File: src/rtl/counter_pkg.sv
// ---------------------------------------------------------------------------
// counter_pkg : mode and FSM state encodings shared by the mode_counter slice
// Revision    : 1.0
// ---------------------------------------------------------------------------
`default_nettype none

package counter_pkg;

  localparam logic [1:0] MODE_WRAP    = 2'b00;
  localparam logic [1:0] MODE_SAT     = 2'b01;
  localparam logic [1:0] MODE_ONESHOT = 2'b10;

  typedef enum logic [0:0] {
    RUN  = 1'b0,
    HALT = 1'b1
  } state_t;

endpackage

`default_nettype wire

File: src/rtl/mode_counter_next.sv
// ---------------------------------------------------------------------------
// mode_counter_next : combinational next-count, boundary and halt evaluation
// Revision          : 1.0
// ---------------------------------------------------------------------------
`default_nettype none

module mode_counter_next
  import counter_pkg::*;
#(
  parameter int P_BASE     = 32,
  parameter int P_BIT      = 32,
  parameter int P_STEP_BIT = 8
) (
  input  logic [P_BIT-1:0]      count_i,
  input  logic [P_STEP_BIT-1:0] step_i,
  input  logic                  up_dw_i,
  input  logic [1:0]            mode_i,
  output logic [P_BIT-1:0]      next_count_o,
  output logic                  carry_o,
  output logic                  halt_o,
  output logic                  step_err_o
);

  localparam logic [P_BIT:0] c_base = (P_BIT+1)'(P_BASE);
  localparam logic [P_BIT:0] c_top  = c_base - 1'b1;

  // One extra bit keeps count+step and count+base-step free of overflow.
  logic [P_BIT:0] w_cnt;
  logic [P_BIT:0] w_stp;
  logic [P_BIT:0] w_sum;
  logic           w_oneshot;
  logic           w_clamp;
  logic           w_cross;

  always_comb begin
    w_cnt        = {1'b0, count_i};
    w_stp        = '0;
    w_stp[P_STEP_BIT-1:0] = step_i;
    w_sum        = w_cnt + w_stp;
    w_oneshot    = (mode_i == MODE_ONESHOT);
    w_clamp      = (mode_i == MODE_SAT) || w_oneshot;
    w_cross      = 1'b0;
    next_count_o = count_i;
    carry_o      = 1'b0;
    halt_o       = 1'b0;
    step_err_o   = 1'b0;

    if (w_stp >= c_base) begin
      step_err_o = 1'b1;
    end else if (w_stp != '0) begin
      if (up_dw_i) begin
        // One-shot treats landing on the terminal value as a crossing.
        w_cross = w_oneshot ? (w_sum >= c_top) : (w_sum >= c_base);
        if (!w_cross) begin
          next_count_o = P_BIT'(w_sum);
        end else if (w_clamp) begin
          next_count_o = P_BIT'(c_top);
          carry_o      = (w_cnt != c_top);
          halt_o       = w_oneshot;
        end else begin
          next_count_o = P_BIT'(w_sum - c_base);
          carry_o      = 1'b1;
        end
      end else begin
        w_cross = w_oneshot ? (w_cnt <= w_stp) : (w_cnt < w_stp);
        if (!w_cross) begin
          next_count_o = P_BIT'(w_cnt - w_stp);
        end else if (w_clamp) begin
          next_count_o = '0;
          carry_o      = (w_cnt != '0);
          halt_o       = w_oneshot;
        end else begin
          next_count_o = P_BIT'(w_cnt + c_base - w_stp);
          carry_o      = 1'b1;
        end
      end
    end
  end

endmodule

`default_nettype wire

File: src/rtl/mode_counter.sv
// ---------------------------------------------------------------------------
// mode_counter : modulo up/down counter with wrap, saturate and one-shot modes
// Revision     : 1.0
// ---------------------------------------------------------------------------
`default_nettype none

module mode_counter
  import counter_pkg::*;
#(
  parameter int P_BASE     = 32,
  parameter int P_BIT      = 32,
  parameter int P_STEP_BIT = 8
) (
  input  logic                  clk,
  input  logic                  reset,
  input  logic                  enable,
  input  logic                  up_dw,
  input  logic [1:0]            mode,
  input  logic [P_STEP_BIT-1:0] step,
  input  logic                  clear,
  input  logic                  wenable,
  input  logic [P_BIT-1:0]      wcount,
  input  logic [P_BIT-1:0]      cmp_value,
  output logic [P_BIT-1:0]      count,
  output logic                  carry,
  output logic                  match,
  output logic                  done,
  output logic                  err
);

  localparam logic [P_BIT:0] c_base = (P_BIT+1)'(P_BASE);

  state_t           state_q, state_d;
  logic [P_BIT-1:0] count_q, count_d;
  logic             carry_q, carry_d;
  logic             match_q, match_d;
  logic             done_q,  done_d;
  logic             err_q,   err_d;

  logic [P_BIT-1:0] w_next_count;
  logic             w_next_carry;
  logic             w_next_halt;
  logic             w_step_err;
  logic             w_load_ok;

  mode_counter_next #(
    .P_BASE     (P_BASE),
    .P_BIT      (P_BIT),
    .P_STEP_BIT (P_STEP_BIT)
  ) u_next (
    .count_i      (count_q),
    .step_i       (step),
    .up_dw_i      (up_dw),
    .mode_i       (mode),
    .next_count_o (w_next_count),
    .carry_o      (w_next_carry),
    .halt_o       (w_next_halt),
    .step_err_o   (w_step_err)
  );

  always_comb begin
    state_d   = state_q;
    count_d   = count_q;
    carry_d   = 1'b0;
    w_load_ok = wenable && ({1'b0, wcount} < c_base);
    // A rejected load still reports, but never blocks the step below.
    err_d     = wenable && !w_load_ok;

    if (clear) begin
      count_d = '0;
      state_d = RUN;
    end else if (w_load_ok) begin
      count_d = wcount;
      state_d = RUN;
    end else if (state_q == RUN && enable) begin
      count_d = w_next_count;
      carry_d = w_next_carry;
      if (w_step_err) err_d = 1'b1;
      if (w_next_halt) state_d = HALT;
    end

    match_d = (count_d == cmp_value) && (count_d != count_q);
    done_d  = (state_d == HALT);
  end

  always_ff @(posedge clk or posedge reset) begin
    if (reset) begin
      state_q <= RUN;
      count_q <= '0;
      carry_q <= 1'b0;
      match_q <= 1'b0;
      done_q  <= 1'b0;
      err_q   <= 1'b0;
    end else begin
      state_q <= state_d;
      count_q <= count_d;
      carry_q <= carry_d;
      match_q <= match_d;
      done_q  <= done_d;
      err_q   <= err_d;
    end
  end

  assign count = count_q;
  assign carry = carry_q;
  assign match = match_q;
  assign done  = done_q;
  assign err   = err_q;

endmodule

`default_nettype wire

File: config.mk
export PLATFORM = sky130hd
export DESIGN_NAME = mode_counter
export DESIGN_NICKNAME = d
export VERILOG_FILES = /design/src/rtl/counter_pkg.sv /design/src/rtl/mode_counter_next.sv /design/src/rtl/mode_counter.sv
export SDC_FILE = /design/constraint.sdc
export NUM_CORES = 1
export LEC_CHECK = 0
export BUFFER_PORTS_ARGS = -buffer_cell sky130_fd_sc_hd__clkbuf_2
export CORE_MARGIN = 2
export CORE_UTILIZATION = 25
export CTS_CLUSTER_DIAMETER = 60
export DETAILED_ROUTE_END_ITERATION = 10
export SYNTH_ARGS = -nofsm -noshare
export SYNTH_HDL_FRONTEND = slang
export SYNTH_HIERARCHICAL = 1
export SYNTH_SLANG_ARGS = --single-unit
File: constraint.sdc
create_clock -name clk -period 5.3 [get_ports clk]
set_input_delay 1.06 -clock clk [delete_from_list [all_inputs] [get_ports clk]]
set_output_delay 1.06 -clock clk [all_outputs]
set_load 0.005 [all_outputs]
* Yosys cells after proc, flatten, opt, wreduce, memory -nomap -nowiden
Cells that the tools add are included.
** Storage, ports and cells
- Bits in registers :: 36
- Bits of input ports :: 80
** Cells by class
- Add/sub/neg operators :: 5
- Order comparisons :: 6
- Eq/ne operators :: 5
- Multiplexer cells :: 37
- Bitwise operators :: 1
- Reductions and logical operators :: 11
** Operators by type and width (count)
- 2-to-1 mux 32 bit :: 10
- subtractor 32 x 8 -> 32 bit :: 2
- adder 32 x 8 -> 33 bit :: 1
- >= comparator 33 x 5 -> 1 bit (second input constant) :: 1
- >= comparator 33 x 6 -> 1 bit (second input constant) :: 1
- adder 32 x 6 -> 32 bit (second input constant) :: 1
- == test 32 bit :: 1
- less-or-equal comparator 32 x 8 -> 1 bit :: 1
- < comparator 32 x 6 -> 1 bit (second input constant) :: 1
- < comparator 32 x 8 -> 1 bit :: 1
- != test 32 bit :: 1
- != test 32 x 5 -> 1 bit (second input constant) :: 1
- nonzero test 32 bit :: 1
- subtractor 32 x 6 -> 32 bit (second input constant) :: 1
- 2-to-1 mux 1 bit :: 27
- >= comparator 8 x 6 -> 1 bit (second input constant) :: 1
- nonzero test 8 bit :: 1
- nonzero test 3 bit :: 2
- logical AND 1 bit :: 4
- == test 2 x 1 -> 1 bit (second input constant) :: 1
- == test 2 bit (second input constant) :: 1
- AND reduction 2 bit :: 1
- zero test 1 bit :: 1
- logical OR 1 bit :: 1
- inverter 1 bit :: 1

* Logic depth before layout (Yosys ltp)
- Word-level depth :: 12
- Depth in mapped cells :: 25
- Mapped depth without buffers :: 24

* Modules after synthesis
Netlist, hierarchy kept.
** By module, submodules not included
- mode_counter_next :: instances 1, cells each 894, area an instance 6291.0 um2
- mode_counter :: instances 1, cells each 332, area an instance 2741.4 um2

* Worst setup path after synthesis
Ideal clock, no wire load.
- Path type :: input-to-reg
- From :: input port step[0]
- To :: register match_q (netlist: match)
- Setup time :: 0.132 ns
- Arrival time :: 5.615 ns
- Slack :: -0.447 ns
- Cell stages on the path :: 24
- Buffers on the path :: 1
- Cell sequence :: ha_1 > fa_1 > nor2b_1 > o211a_2 > or4_1 > nand2_1 > inv_1 > ha_1 > inv_1 > nor2_1 > a311o_1 > nor4b_4 > a21oi_2 > buf_2 > nand4_1 > o211ai_1 > nor2b_1 > a2111o_1 > a2111oi_0 > nand3_1 > o211ai_1 > nand4_1 > nor4_1 > a21oi_2
** Between the ends
- Cells in the longest elaborated chain, start to end :: 12
- Elaborated cells on any way between the ends :: 25
** Ends and longest elaborated chain
- from (decl) :: line mode_counter.sv:19 : input logic [P_STEP_BIT-1:0] step,
- adder 32 x 8 -> 33 bit :: line mode_counter_next.sv:39 : w_sum = w_cnt + w_stp;
- subtractor 32 x 6 -> 32 bit, or another cell as far along :: line mode_counter_next.sv:61 : next_count_o = P_BIT'(w_sum - c_base);
- 2-to-1 mux 32 bit or 2-to-1 mux 1 bit (tied branches) :: line mode_counter_next.sv:56, mode_counter_next.sv:53
- 2-to-1 mux 32 bit :: line mode_counter_next.sv:54 : if (!w_cross) begin
- 2-to-1 mux 32 bit :: line mode_counter_next.sv:51 : if (up_dw_i) begin
- 2-to-1 mux 32 bit :: line mode_counter_next.sv:50 : end else if (w_stp != '0) begin
- 2-to-1 mux 32 bit * :: line mode_counter_next.sv:48 : if (w_stp >= c_base) begin
- via w_next_count[18] :: line mode_counter.sv:40 : logic [P_BIT-1:0] w_next_count;
- 2-to-1 mux 32 bit * :: line mode_counter.sv:75 : end else if (state_q == RUN && enable) begin
- 2-to-1 mux 32 bit * :: line mode_counter.sv:72 : end else if (w_load_ok) begin
- 2-to-1 mux 32 bit * :: line mode_counter.sv:69 : if (clear) begin
- == test 32 bit or != test 32 bit (tied branches) :: line mode_counter.sv:82 : match_d = (count_d == cmp_value) && (count_d != count_q);
- logical AND 1 bit * :: line mode_counter.sv:82
- via match_d :: line mode_counter.sv:36 : logic match_q, match_d;
- to (signal assigned) :: line mode_counter.sv:98 : match_q <= match_d;
- to (decl) :: line mode_counter.sv:36
The timed path passes the listed nets; every way through them passes the cells marked *.
A chain may end at the register's enable or synchronous reset.

* Worst setup path after layout
- From :: input port step[1]
- To :: register match_q (netlist: match)
The elaborated chain is that of the path after synthesis.

==> flow_summary_export.csv <==
group,metric,value,unit
layout,antenna_cells_inserted,0,
layout,layout-drive-gt1-share,39.0,%
power,p_per_area,169,mW/mm2
power,combinationalPowerShare,72.5,%
clock_network,clock_tree_buf_depth,2,
power,fin_total_pwr,2.33,mW
global_routing,gr-usage-all-layers,23.2,%
setup_path,critical_path_required,5520,ps
flow_run,maxCapViolCount,0,
logic_synthesis,yosysSeqAreaShare,9.97,%
place,port-buffer-count,115,
routing,detailroute.via_count,11900,
routing,postRouteAntennaNets,0,
layout,final_common_cell,"sky130_fd_sc_hd__buf_4",
sta,final.setup.tns,-424,ps
logic_synthesis,count_of_unique_library_cells_instantiated_by_yosys,111,
logic_synthesis,synthSimpleGateAreaFrac,28.5,%
setup_path,most_frequent_cell_on_the_critical_path,"sky130_fd_sc_hd__buf_4",
floorplanning,floorplan.rows,69,
logic_synthesis,synth_edf_count,0,
status,run_status,"finished with violations",
setup_path,endpoint_kind,"flop",
floorplanning,dieHeight,194,um
logic_synthesis,synth_fa_ha_area_share,15.5,%
layout,design_area,0.0138,mm2
logic_synthesis,share_of_synthesized_flip_flops_with_an_asynchronous_set_or_reset,100,%
place,dp_hpwl,37300,um
setup_path,largest_incremental_delay_on_the_critical_path,550,ps
sta,setup_clock_skew_after_layout,6.38,ps
sta,slew-limit-headroom,45.4,%
setup_path,critPathArrivalTime,5950,ps
logic_synthesis,synth-xor-area-share,8.13,%
clock_network,cts_sinks,36,
global_routing,grt_start_max_net_pins,48,
place,gp_congestion,0.979,
power,net-switching-power,1.04,mW
sta,finalWorstPathRequiredPeriod,5720,ps
power,power.leakage,6.27,nW
routing,routed_via_density,5.49,
routing,drc_viols,0,
routing,detail_route.wl_per_cell,21.1,um
clock_network,worst_skew_pair.late_latency,290,ps
layout,instances_no_fill,2163,
logic_synthesis,post_synth.cell_area_avg,7.37,um2
floorplanning,ios,116,
logic_synthesis,synth.mux.area_fraction,2.38,%
setup_path,crit_fanout,6,
clock_network,cts_buffers,5,
setup_path,crit_path_kind,"input pin to flop",
clock_network,htreeDepth,2,
global_routing,met1_usage,30.5,%
power,switching_share,44.8,%
global_routing,globalRouteOverflowTotal,0,
place,dp_slack,-1280,ps
floorplanning,die_area,0.0377,mm2
sta,worst_slew_pin_tran,820,ps
logic_synthesis,synth-compound-area-share,28.5,%
sta,drv_slew,0,
routing,detail_route.first_pass.iterations,6,
place,dp_cells,2122,
floorplanning,die_width,194,um
power,power.sequential.fraction,12.7,%
global_routing,first_global_vias,11700,
setup_path,cpMaxStageDelayCell,"sky130_fd_sc_hd__or4b_4",
global_routing,grt.met2_usage,38.5,%
clock_network,path_clk_slew,60,ps
logic_synthesis,count_of_yosys_warnings_during_synthesis,6,
floorplanning,core-area,0.0356,mm2
power,fraction_of_power_consumed_by_the_clock_network,14.8,%
status,violated_checks,"negative setup slack",
setup_path,start_kind,"input pin",
logic_synthesis,nets_in_the_synthesized_netlist,1413,
routing,drt_wl_total,45700,um
sta,rsz0062_at_grt,"true",
clock_network,cts.root.buffer_cell,"sky130_fd_sc_hd__clkbuf_16",
global_routing,busiest_layer,"met2",
clock_network,cts_hold_buffers,0,
layout,fin_util,38.9,%
power,peakVddDrop,0.000173,V
sta,report.final.hold_viol_count,0,
logic_synthesis,synth_cells,1226,
sta,post-route-worst-setup-slack,-424,ps
place,detailed_place.area,0.0128,mm2
sta,report.final.setup_viol,1,
worst_hold_path,worstHoldPathType,"flop to flop",
layout,final_net_count,1888,
clock_network,cts_tree,"built",
logic_synthesis,ys_ff_latch,36,
sta,final.period_utilization,108,%
logic_synthesis,primary_flip_flop_cell_chosen_by_synthesis_mapping,"sky130_fd_sc_hd__dfrtp_1",
logic_synthesis,main_combinational_cell_family_by_area_after_synthesis,"compound AO/OA/AOI/OAI gates",
routing,dr.first_iter.drc_count,951,
floorplanning,initial_core_util,25.4,%
global_routing,global_routing_met3_resource_utilization,3.01,%
global_routing,grt_pass1_wl,68700,um
logic_synthesis,post_synth_instance_area,0.00903,mm2
layout,area_overhead_of_the_layout_relative_to_synthesis,53.2,%
layout,most-common-layout-cells,"sky130_fd_sc_hd__buf_4, sky130_fd_sc_hd__clkbuf_2, sky130_fd_sc_hd__inv_1, sky130_fd_sc_hd__nand2_1, sky130_fd_sc_hd__nor2_1",
sta,whs,608,ps
power,internal-power,1.29,mW
global_routing,grt_antenna_before_repair,0,
sta,maximum_frequency_from_static_timing_analysis,175,MHz
[cell type report]
| type | count | area [um2] |
|---|---|---|
| fillers | 3740 | 21700 |
| multi-input cells | 1037 | 8160 |
| repair buffers | 513 | 3640 |
| flip-flops and latches | 36 | 901 |
| well taps | 461 | 577 |
| inverters | 108 | 405 |
| clock buffers | 6 | 129 |
| clock inverters | 2 | 35.0 |
[Yosys cell counts, types with 17 or more instances]
master                     number  area (um2)
sky130_fd_sc_hd__o21ai_0       59         295
sky130_fd_sc_hd__inv_1        108         405
sky130_fd_sc_hd__nand3_1       32         160
sky130_fd_sc_hd__and2_1        17         106
sky130_fd_sc_hd__nand4_1       22         138
sky130_fd_sc_hd__a21oi_1       66         330
sky130_fd_sc_hd__xnor2_1       66         578
sky130_fd_sc_hd__ha_1          99        1240
sky130_fd_sc_hd__mux2i_1       19         190
sky130_fd_sc_hd__nor4_1        31         194
sky130_fd_sc_hd__clkbuf_1      30         113
sky130_fd_sc_hd__nor2b_1       18         113
sky130_fd_sc_hd__o22ai_1       26         163
sky130_fd_sc_hd__nand2_1      105         394
sky130_fd_sc_hd__dfrtp_1       36         901
sky130_fd_sc_hd__nor3_1        34         170
sky130_fd_sc_hd__nor2_1       102         383
[worst max-delay path: cells and delay by family]
kind | cells | cell delay, ps
mux | 1 | 100
compound gates | 10 | 1980
simple gates | 6 | 1350
fa+ha+maj | 1 | 180
buf+inv | 8 | 1270
[registers in the layout, indices dropped and copies added (netlist names)]
| name | flops |
|---|---|
| carry | 1 |
| match | 1 |
| count | 32 |
| done | 1 |
| err | 1 |
[path summary, 6_finish.rpt]
| path | slack (ps) | cells after the start | start | endpoint |
|---|---|---|---|---|
| setup / recovery | -420 | 26 | step[1] | match |
| hold / removal | 610 | 2 | done | done |
| setup reg to reg | -190 | 24 | count[5] | match |
| hold reg to reg | 610 | 2 | done | done |
| max in group asynchronous | 4050 | 3 | reset | count[31] |
| min in group asynchronous | 870 | 3 | reset | err |
[timing repair]
item                       4_1_cts  5_1_grt
gates cloned                     2        0
resized for setup              102        9
setup endpoints to repair        1        1
buffers inserted                29        2
pin swaps                       59        8
[kinds of logic after synthesis]
kind of cell | count (synthesis)
buffers and inverters | 155
flip-flops | 36
AO/OA/AOI/OAI | 360
adder cells (fa/ha/maj) | 107
XOR/XNOR | 83
multiplexers | 21
AND/OR/NAND/NOR | 464
[power by group through the flow]
stage          Combinational, mW  Sequential [mW]  Clock, mW
2_1_floorplan              0.794            0.308          0
3_3_place_gp                1.50            0.300          0
3_5_place_dp                1.50            0.300          0
4_1_cts                     1.64            0.296      0.351
5_1_grt                     1.79            0.298      0.358
6_report                    1.69            0.297      0.345
[layer usage]
| layer | routed length, um | share of wire, % | up-vias |
|---|---|---|---|
| li1 | - | - | 5495 |
| met2 | 20800 | 46 | 644 |
| met5 | 0 | 0 | - |
| met3 | 3740 | 8.2 | 103 |
| met1 | 19300 | 42 | 5629 |
| met4 | 1820 | 4.0 | 0 |
Power figures use the tool's default switching activity.
